### src/rtl/bus_timer_if.sv
`default_nettype none
// ============================================================================
// bus_timer_if : system-bus slave slot signals for the interval timer
// Revision     : 1.0
// ============================================================================
interface bus_timer_if #(
  parameter int DATA_W     = 32,
  parameter int REG_ADDR_W = 2
);
  logic                  cs_;
  logic                  as_;
  logic                  rw;
  logic [REG_ADDR_W-1:0] addr;
  logic [DATA_W-1:0]     wr_data;
  logic [DATA_W-1:0]     rd_data;
  logic                  rdy_;
  logic                  irq;

  modport master (
    output cs_, as_, rw, addr, wr_data,
    input  rd_data, rdy_, irq
  );

  modport slave (
    input  cs_, as_, rw, addr, wr_data,
    output rd_data, rdy_, irq
  );
endinterface
`default_nettype wire

### src/rtl/bus_timer.sv
`default_nettype none
// ============================================================================
// bus_timer : programmable interval timer, one-shot or periodic level irq
// Revision  : 1.0
// ============================================================================
module bus_timer #(
  parameter int DATA_W     = 32,
  parameter int REG_ADDR_W = 2
) (
  input  wire        clk,
  input  wire        reset_,
  bus_timer_if.slave bus
);

  localparam logic [REG_ADDR_W-1:0] c_addr_ctrl    = REG_ADDR_W'(0);
  localparam logic [REG_ADDR_W-1:0] c_addr_intr    = REG_ADDR_W'(1);
  localparam logic [REG_ADDR_W-1:0] c_addr_expire  = REG_ADDR_W'(2);
  localparam logic [REG_ADDR_W-1:0] c_addr_counter = REG_ADDR_W'(3);

  logic              r_start;
  logic              r_periodic;
  logic              r_intr;
  logic [DATA_W-1:0] r_expire;
  logic [DATA_W-1:0] r_counter;
  logic              r_resp;
  logic [DATA_W-1:0] r_rd_data;

  logic              w_access;
  logic              w_write;
  logic              w_wr_ctrl;
  logic              w_wr_intr;
  logic              w_wr_expire;
  logic              w_wr_counter;
  logic              w_expiry;
  logic [DATA_W-1:0] w_rd_mux;
  logic [DATA_W-1:0] w_counter_nxt;
  logic              w_start_nxt;
  logic              w_intr_nxt;

  assign w_access     = !bus.cs_ && !bus.as_;
  assign w_write      = w_access && !bus.rw;
  assign w_wr_ctrl    = w_write && (bus.addr == c_addr_ctrl);
  assign w_wr_intr    = w_write && (bus.addr == c_addr_intr);
  assign w_wr_expire  = w_write && (bus.addr == c_addr_expire);
  assign w_wr_counter = w_write && (bus.addr == c_addr_counter);

  assign w_expiry = r_start && (r_counter == r_expire);

  // Read data is the pre-edge register image, so a read in an expiry or
  // write cycle returns the value the register held before that edge.
  always_comb begin
    w_rd_mux = '0;
    case (bus.addr)
      c_addr_ctrl:    w_rd_mux = {{(DATA_W-2){1'b0}}, r_periodic, r_start};
      c_addr_intr:    w_rd_mux = {{(DATA_W-1){1'b0}}, r_intr};
      c_addr_expire:  w_rd_mux = r_expire;
      c_addr_counter: w_rd_mux = r_counter;
      default:        w_rd_mux = '0;
    endcase
  end

  // Priority: bus writes beat the timer's own updates, except that an
  // expiry always leaves the interrupt flag set.
  always_comb begin
    w_counter_nxt = r_counter;
    if (w_wr_counter) begin
      w_counter_nxt = bus.wr_data;
    end else if (w_expiry) begin
      w_counter_nxt = '0;
    end else if (r_start) begin
      w_counter_nxt = r_counter + DATA_W'(1);
    end

    w_start_nxt = r_start;
    if (w_wr_ctrl) begin
      w_start_nxt = bus.wr_data[0];
    end else if (w_expiry && !r_periodic) begin
      w_start_nxt = 1'b0;
    end

    w_intr_nxt = r_intr;
    if (w_expiry) begin
      w_intr_nxt = 1'b1;
    end else if (w_wr_intr && !bus.wr_data[0]) begin
      w_intr_nxt = 1'b0;
    end
  end

  always_ff @(posedge clk or negedge reset_) begin
    if (!reset_) begin
      r_start    <= 1'b0;
      r_periodic <= 1'b0;
      r_intr     <= 1'b0;
      r_expire   <= '0;
      r_counter  <= '0;
    end else begin
      r_start   <= w_start_nxt;
      r_intr    <= w_intr_nxt;
      r_counter <= w_counter_nxt;
      if (w_wr_ctrl) begin
        r_periodic <= bus.wr_data[1];
      end
      if (w_wr_expire) begin
        r_expire <= bus.wr_data;
      end
    end
  end

  // One response cycle per accepted strobe; read data is zero otherwise.
  always_ff @(posedge clk or negedge reset_) begin
    if (!reset_) begin
      r_resp    <= 1'b0;
      r_rd_data <= '0;
    end else begin
      r_resp    <= w_access;
      r_rd_data <= (w_access && bus.rw) ? w_rd_mux : '0;
    end
  end

  assign bus.rdy_    = !r_resp;
  assign bus.rd_data = r_rd_data;
  assign bus.irq     = r_intr;

endmodule
`default_nettype wire
### src/flat_wrapper.sv
// flat-port wrapper written by rule: the top's interface ports become plain ports
module bus_timer_flat 
#(
  parameter int DATA_W     = 32,
  parameter int REG_ADDR_W = 2
)
  (clk, reset_, bus_cs_, bus_as_, bus_rw, bus_addr, bus_wr_data, bus_rd_data, bus_rdy_, bus_irq);
  bus_timer_if #(.DATA_W(DATA_W), .REG_ADDR_W(REG_ADDR_W)) bus_i ();
  input  wire clk;
  input  wire reset_;
  input wire logic [$bits(bus_i.cs_)-1:0] bus_cs_;
  input wire logic [$bits(bus_i.as_)-1:0] bus_as_;
  input wire logic [$bits(bus_i.rw)-1:0] bus_rw;
  input wire logic [$bits(bus_i.addr)-1:0] bus_addr;
  input wire logic [$bits(bus_i.wr_data)-1:0] bus_wr_data;
  output wire logic [$bits(bus_i.rd_data)-1:0] bus_rd_data;
  output wire logic [$bits(bus_i.rdy_)-1:0] bus_rdy_;
  output wire logic [$bits(bus_i.irq)-1:0] bus_irq;
  assign bus_i.cs_ = bus_cs_;
  assign bus_i.as_ = bus_as_;
  assign bus_i.rw = bus_rw;
  assign bus_i.addr = bus_addr;
  assign bus_i.wr_data = bus_wr_data;
  assign bus_rd_data = bus_i.rd_data;
  assign bus_rdy_ = bus_i.rdy_;
  assign bus_irq = bus_i.irq;
  bus_timer #(.DATA_W(DATA_W), .REG_ADDR_W(REG_ADDR_W)) u_core (.clk(clk), .reset_(reset_), .bus(bus_i));
endmodule
### config.mk
export PLATFORM = sky130hd
export DESIGN_NAME = bus_timer_flat
export DESIGN_NICKNAME = d
export VERILOG_FILES = /design/src/rtl/bus_timer_if.sv /design/src/rtl/bus_timer.sv /design/src/flat_wrapper.sv
export SDC_FILE = /design/constraint.sdc
export NUM_CORES = 1
export LEC_CHECK = 0
export ABC_AREA = 1
export ABC_CLOCK_PERIOD_IN_PS = 2100
export BUFFER_PORTS_ARGS = -buffer_cell sky130_fd_sc_hd__buf_2
export CAP_MARGIN = 20
export CORE_UTILIZATION = 35
export CTS_CLUSTER_DIAMETER = 80
export DETAILED_ROUTE_END_ITERATION = 6
export SKIP_LAST_GASP = 1
export SLEW_MARGIN = 0
export SYNTH_ARGS = -nofsm -noshare
export SYNTH_HDL_FRONTEND = slang
export SYNTH_SLANG_ARGS = --single-unit
### constraint.sdc
create_clock -name clk -period 2.1 [get_ports clk]
set_input_delay 0.105 -clock clk [delete_from_list [all_inputs] [get_ports clk]]
set_output_delay 0.105 -clock clk [all_outputs]
set_load 0.01 [all_outputs]
==> results of run 1 <==
==> worst max-delay path, delay by kind of cell (launching register included) <==
family	cells	cell delay, ps
buffers and inverters	3	340
AOI/OAI and AO/OA	1	60
DFF	1	510
and+or+nand+nor	8	880
==> placed cells by master, fill, tap and decap left out, drive strengths merged <==
cell	n
dlygate4sd3	5
nand3b	2
nor3	3
clkinvlp	2
o31ai	1
ha	1
clkinv	3
xnor2	7
nand3	60
nand2	267
mux2	5
or2	5
a211oi	2
o21bai	1
clkbuf	11
nand4	2
dfrtp	100
nor2	108
xor2	11
buf	102
o21ai	53
a21oi	71
a221oi	1
inv	123
a21o	1
==> registers in the layout, indices dropped and copies added, names as in the netlist <==
register	cells
u_core.bus.rd_data	32
u_core.r_counter	32
u_core.r_expire	32
u_core.bus.irq	1
u_core.r_periodic	1
u_core.r_resp	1
u_core.r_start	1
==> layer usage <==
layer  vias up  track usage
li1       2823            -
met1      2588        0.262
met2       114        0.300
met3        20       0.0276
met4         0       0.0712
met5         -            0
==> stage by stage <==
step | power [uW] | utilization | std cells | hold slack, ps | setup slack (ps)
3_3_place_gp | 6080 | 0.392 | 1145 | 117 | 140
4_1_cts | 7750 | 0.412 | 1165 | 0.799 | 114
2_1_floorplan | 5320 | - | 867 | -191 | 561
6_report | 7720 | 0.415 | 1172 | 3.98 | 196
3_5_place_dp | 6120 | 0.392 | 1145 | 123 | 110
5_1_grt | 8380 | 0.415 | 1172 | 9.66 | 88.2
==> worst paths after layout <==
path | from | endpoint | slack [ps]
max | u_core.r_counter[9]$_DFFE_PN0P_ | u_core.r_counter[22]$_DFFE_PN0P_ | 200
min | bus_wr_data[12] | u_core.r_counter[12]$_DFFE_PN0P_ | 4
max reg2reg | u_core.r_counter[9]$_DFFE_PN0P_ | u_core.r_counter[22]$_DFFE_PN0P_ | 200
min reg2reg | u_core.r_expire[1]$_DFFE_PN0P_ | u_core.r_expire[1]$_DFFE_PN0P_ | 530
max in group asynchronous | reset_ | u_core.r_counter[21]$_DFFE_PN0P_ | 1120
min in group asynchronous | reset_ | u_core.r_expire[28]$_DFFE_PN0P_ | 260
==> synth_stat cells, types with 3 or more instances <==
library cell  instances
nand3_1              30
buf_4                 8
buf_1                 3
buf_6                 3
nand3_2              29
mux2_2                5
clkbuf_1             14
a21oi_1              66
inv_2                10
or2_1                 3
xor2_1               11
dfrtp_1             100
buf_2                12
inv_1               113
o21ai_1               4
nand2_1             259
nor2_2               10
xnor2_1               7
nor2_1               95
nor2_4                3
a21oi_2               5
nand2_2               7
o21ai_0              49
==> cell families after synthesis <==
group / after synthesis
buffers and inverters: 166
adder cells (fa/ha/maj): 1
multiplexers: 5
XOR/XNOR: 18
AO/OA/AOI/OAI: 130
AND/OR/NAND/NOR: 447
flip-flops: 100
==> timing repair <==
action,4_1_cts,5_1_grt
endpoints found under the setup margin,0,15
buffers inserted,0,7
hold buffers,5,0
resized for setup,0,1
endpoints found under the hold margin,39,0
==> where the power goes <==
part / total [uW] / switching (uW) / internal, uW / leakage, uW
logic: 3170 / 1960 / 1210 / 0.00263
registers: 2940 / 596 / 2350 / 0.00121
clock network: 1600 / 746 / 857 / 0.000133
==> final cells by class <==
cell class	count	area share
Clock inverter	4	0.00351
Tap cell	225	0.0395
Clock buffer	11	0.0355
Multi-Input combinational cell	601	0.412
Timing Repair Buffer	107	0.0930
Inverter	124	0.0653
Sequential cell	100	0.351
==> impl_metrics.ini, run 1 <==
[logic_synthesis]
synth_nets = 907
asyncSetResetFlopFracSynth = 1.00
synth_simple_gate_area_share = 0.329
postSynthAreaPerCell_um2 = 7.06
largest_family_of_logic_cells_by_synthesized_area = simple AND/OR/NAND/NOR gates
post_synth_num_cell_types = 38
synth_xor_area_frac = 0.0257
syn-cell-area_um2 = 6120
synth.area.mux_share = 0.00919
total_of_warnings_raised_by_yosys = 0
edff_count_synth = 0
netlist.area_leader.share = 0.409
flop_and_latch_count_out_of_synthesis = 100
postSynthCellCount = 867
synth_top_cells_by_area = dfrtp_1, nand2_1, inv_1, nor2_1, a21oi_1
synth-main-ff-cell = dfrtp_1
seq_area_frac_synth = 0.409
synth_fa_ha_area_frac = 0.00204
post-synth-top-area-cell = dfrtp_1
synth_compound_gate_area_share = 0.112

[global_routing]
number_of_antenna_violations_at_the_first_check_in_global_routing = 0
number_of_global_route_vias_before_repair = 5267
grt_first_pass_wirelength_um = 26900
overflow = 0
grt_start_max_net_pins = 41
track_usage = 0.190

[final_layout]
layout.filler_cells = 1841
areaGrowthSynthToFinish_pct = 16.4
antenna-diode-count = 0
net_count_reported_at_finish = 983
fraction_of_layout_instances_using_a_drive_strength_above_1 = 0.203
multiInputGateArea_um2 = 2940
regArea_um2 = 2500
stdcell_area_um2 = 7130

[clock_tree]
clkSinkCount = 100
clock_insertion_delay_worst_skew_ps = 360
ctsRootBufferMaster = clkbuf_16
numCtsBuffers = 9
clk_pin_slew_worst_paths_ps = 70
cts.path.max_buffers = 2
cts_tree = yes
h-tree-depth = 3

[detailed_routing]
number_of_vias_per_cell_after_detailed_routing = 4.73
route.antenna.remaining_nets = 0
met3RoutedLength_um = 644
m1WireLength_um = 7820
routed-via-count = 5545
drt_wl_total_um = 16000
routed_wire_length_per_instance_um = 13.6
drc = 0
dr.pass1.iters = 5
dr_wl_met2_um = 7180
routed.top_layer = met4
detail_route.iter0.violations = 353

[critical_path]
cp_data_required_time_ps = 2350
crit_fanout = 16
crit_path_start_kind = register
crit_path_frequent_cell = nand2_1
cp_data_arrival_time_ps = 2150
crit_path_cell_trace = inv_1 -> nand2_1 -> nand2_1 -> inv_1 -> nand2_1 -> nor2_1 -> nand2_1 -> nor2_2 -> nand3_4 -> buf_12 -> nand3_2 -> a21oi_1
path_class = reg2reg
slowest_stage = dfrtp_1
number_of_cells_on_the_worst_reg_to_reg_path = 12
endpoint_kind = register
cpPeakStageDelay_ps = 510

[sta]
slew_viols_final = 0
ratio_of_final_minimum_period_to_clock_period = 0.907
finalWorstPathRequiredPeriod_ps = 1900
tns_ps = 0
tightestPinTransition_ps = 513
finalSetupViolCount = 0
final_hold_violations = 0
slew-limit-headroom = 0.658
fin_skew_ps = 5.77
fmax_ghz = 0.525
rsz0062_at_grt = false

[place]
place_hpwl_um = 11800
gpl_wtd_cong = 0.888
io_buffers = 72
dpl_cell_area_um2 = 6740

[floorplanning]
io_pins = 73
design.core.area_um2 = 17200
rows = 48
dieHeight_um = 134
die_w_um = 134
design.die.area_um2 = 18000
initial_utilization = 0.357

[min_path]
min_delay_path_depth = 3
hold_class = in2reg

[run]
max-cap-violations = 0

[pwr]
leakage_uw = 0.00398
vdd_ir_drop_max_mv = 0.508
power.density_nw_per_um2 = 1080

[status]
outcome = finished clean
Note: power is estimated with default switching activity, not from simulation.
==> run 2, diff against run 1 <==
RECOVER_POWER = 50   (was unset)
==> impl_metrics.ini, run 2 (synthesis gave the netlist of run 1 again) <==
[place]
dpl_cell_area_um2 = 6740
place_inst = 1145
io_buffers = 72
dpl_worst_slack_ps = 110
place_hpwl_um = 11800
gpl_wtd_cong = 0.888

[detailed_routing]
detail_route.iter0.violations = 343
routed_wire_length_per_instance_um = 13.6
number_of_vias_per_cell_after_detailed_routing = 4.70
routed-via-count = 5514
drc = 0
route.antenna.remaining_nets = 0
drt_wl_total_um = 16000
dr.pass1.iters = 5

[critical_path]
crit_fanout = 16
cp_data_arrival_time_ps = 2150
crit_path_start_kind = register
endpoint_kind = register
slowest_stage = dfrtp_1
crit_path_frequent_cell = nand2_1
critical-path-top-delay-family = simple AND/OR/NAND/NOR gates
cp_data_required_time_ps = 2340
cpPeakStageDelay_ps = 520
path_class = reg2reg
cp.buffers_inverters = 3
crit_path_cell_trace = inv_1 -> nand2_1 -> nand2_1 -> inv_1 -> nand2_1 -> nor2_1 -> nand2_1 -> nor2_2 -> nand3_4 -> buf_12 -> nand3_2 -> a21oi_1

[sta]
slack_of_the_critical_path_ps = 194
slew_viols_final = 0
tns_ps = 0
rsz0062_at_grt = false
finalWorstPathRequiredPeriod_ps = 1910
fin_skew_ps = 5.41
final_hold_violations = 0
ratio_of_final_minimum_period_to_clock_period = 0.908
finalSetupViolCount = 0
fmax_ghz = 0.525
slew-limit-headroom = 0.358
tightestPinTransition_ps = 962

[clock_tree]
ctsRootBufferMaster = clkbuf_16
cts_tree = yes
clk_pin_slew_worst_paths_ps = 70
cts.path.max_buffers = 2
clkSinkCount = 100
h-tree-depth = 3
clock_insertion_delay_worst_skew_ps = 350
numCtsBuffers = 9

[floorplanning]
design.core.area_um2 = 17200
dieHeight_um = 134
io_pins = 73
die_w_um = 134
initial_utilization = 0.357
design.die.area_um2 = 18000
rows = 48

[status]
outcome = finished clean

[final_layout]
layoutNonFillerInstCount = 1172
areaGrowthSynthToFinish_pct = 15.4
utilization = 0.411
most_frequent_cells_in_the_layout = nand2_1, inv_1, dfrtp_1
stdcell_area_um2 = 7070
fraction_of_layout_instances_using_a_drive_strength_above_1 = 0.166
net_count_reported_at_finish = 983
layout.cells.most_common = nand2_1
antenna-diode-count = 0

[pwr]
vdd_ir_drop_max_mv = 0.498
leakage_uw = 0.00382
power.density_nw_per_um2 = 1090

[run]
max-cap-violations = 0

[min_path]
hold_class = in2reg

[global_routing]
track_usage = 0.190
number_of_antenna_violations_at_the_first_check_in_global_routing = 0
grt_start_max_net_pins = 41
grt_first_pass_wirelength_um = 26900
number_of_global_route_vias_before_repair = 5267
overflow = 0
-- run 2: changes by cell type in the layout (fill, tap and decap cells not counted), sizes merged --
cell,delta
clkbuf,+38
buf,-38
-- run 2: metrics by stage --
step | hold slack, ps | power, uW
after floorplan | -191 | 5320
after global placement | 117 | 6080
after detailed placement | 123 | 6120
after CTS | 0.799 | 7750
after global routing | 9.66 | 8370
final | 9.91 | 7700
-- run 2: repair_timing --
item                       in CTS  in global routing
gates resized for setup         0                  1
hold buffers                    5                  0
buffers inserted                0                  7
hold endpoints to repair       39                  0
setup endpoints to repair       0                 15
-- run 2: worst paths after layout --
path                                                  from                          endpoint  slack [ps]  cells after the start
min reg2reg                 u_core.r_expire[1]$_DFFE_PN0P_    u_core.r_expire[1]$_DFFE_PN0P_         530                      2
max in group asynchronous                           reset_  u_core.bus.rd_data[18]$_DFF_PN0_         450                      3
min                                        bus_wr_data[10]  u_core.r_counter[10]$_DFFE_PN0P_          10                      3
max                        u_core.r_counter[9]$_DFFE_PN0P_  u_core.r_counter[22]$_DFFE_PN0P_         190                     12
min in group asynchronous                           reset_   u_core.r_expire[28]$_DFFE_PN0P_         440                      2
max reg2reg                u_core.r_counter[9]$_DFFE_PN0P_  u_core.r_counter[22]$_DFFE_PN0P_         190                     12
-- run 2: area by class of cell --
class,count,area [um^2]
Clock inverter,4,25.0
Inverter,124,465
Fill cell,1861,10100
Tap cell,225,282
Sequential cell,100,2500
Multi-Input combinational cell,601,2940
Timing Repair Buffer,107,602
Clock buffer,11,253
-- run 2: worst min-delay path, cell delays in order --
cell     delay, ps
buf_2          110
nand2_1         60
a21oi_1         50
-- run 2: routing by layer --
| metal | global-route usage | wire, um | up-vias |
|---|---|---|---|
| met4 | 0.0712 | 301 | 0 |
| met3 | 0.0276 | 552 | 18 |
| met2 | 0.300 | 7160 | 105 |
| met5 | 0 | 0 | - |
| met1 | 0.262 | 7940 | 2570 |
| li1 | - | - | 2821 |
-- run 2: power by group --
part / leakage [uW] / internal (uW) / switching [uW]
clock: 0.000133 / 858 / 737
sequential: 0.00121 / 2350 / 598
combinational: 0.00248 / 1200 / 1960
total: 0.00382 / 4400 / 3300
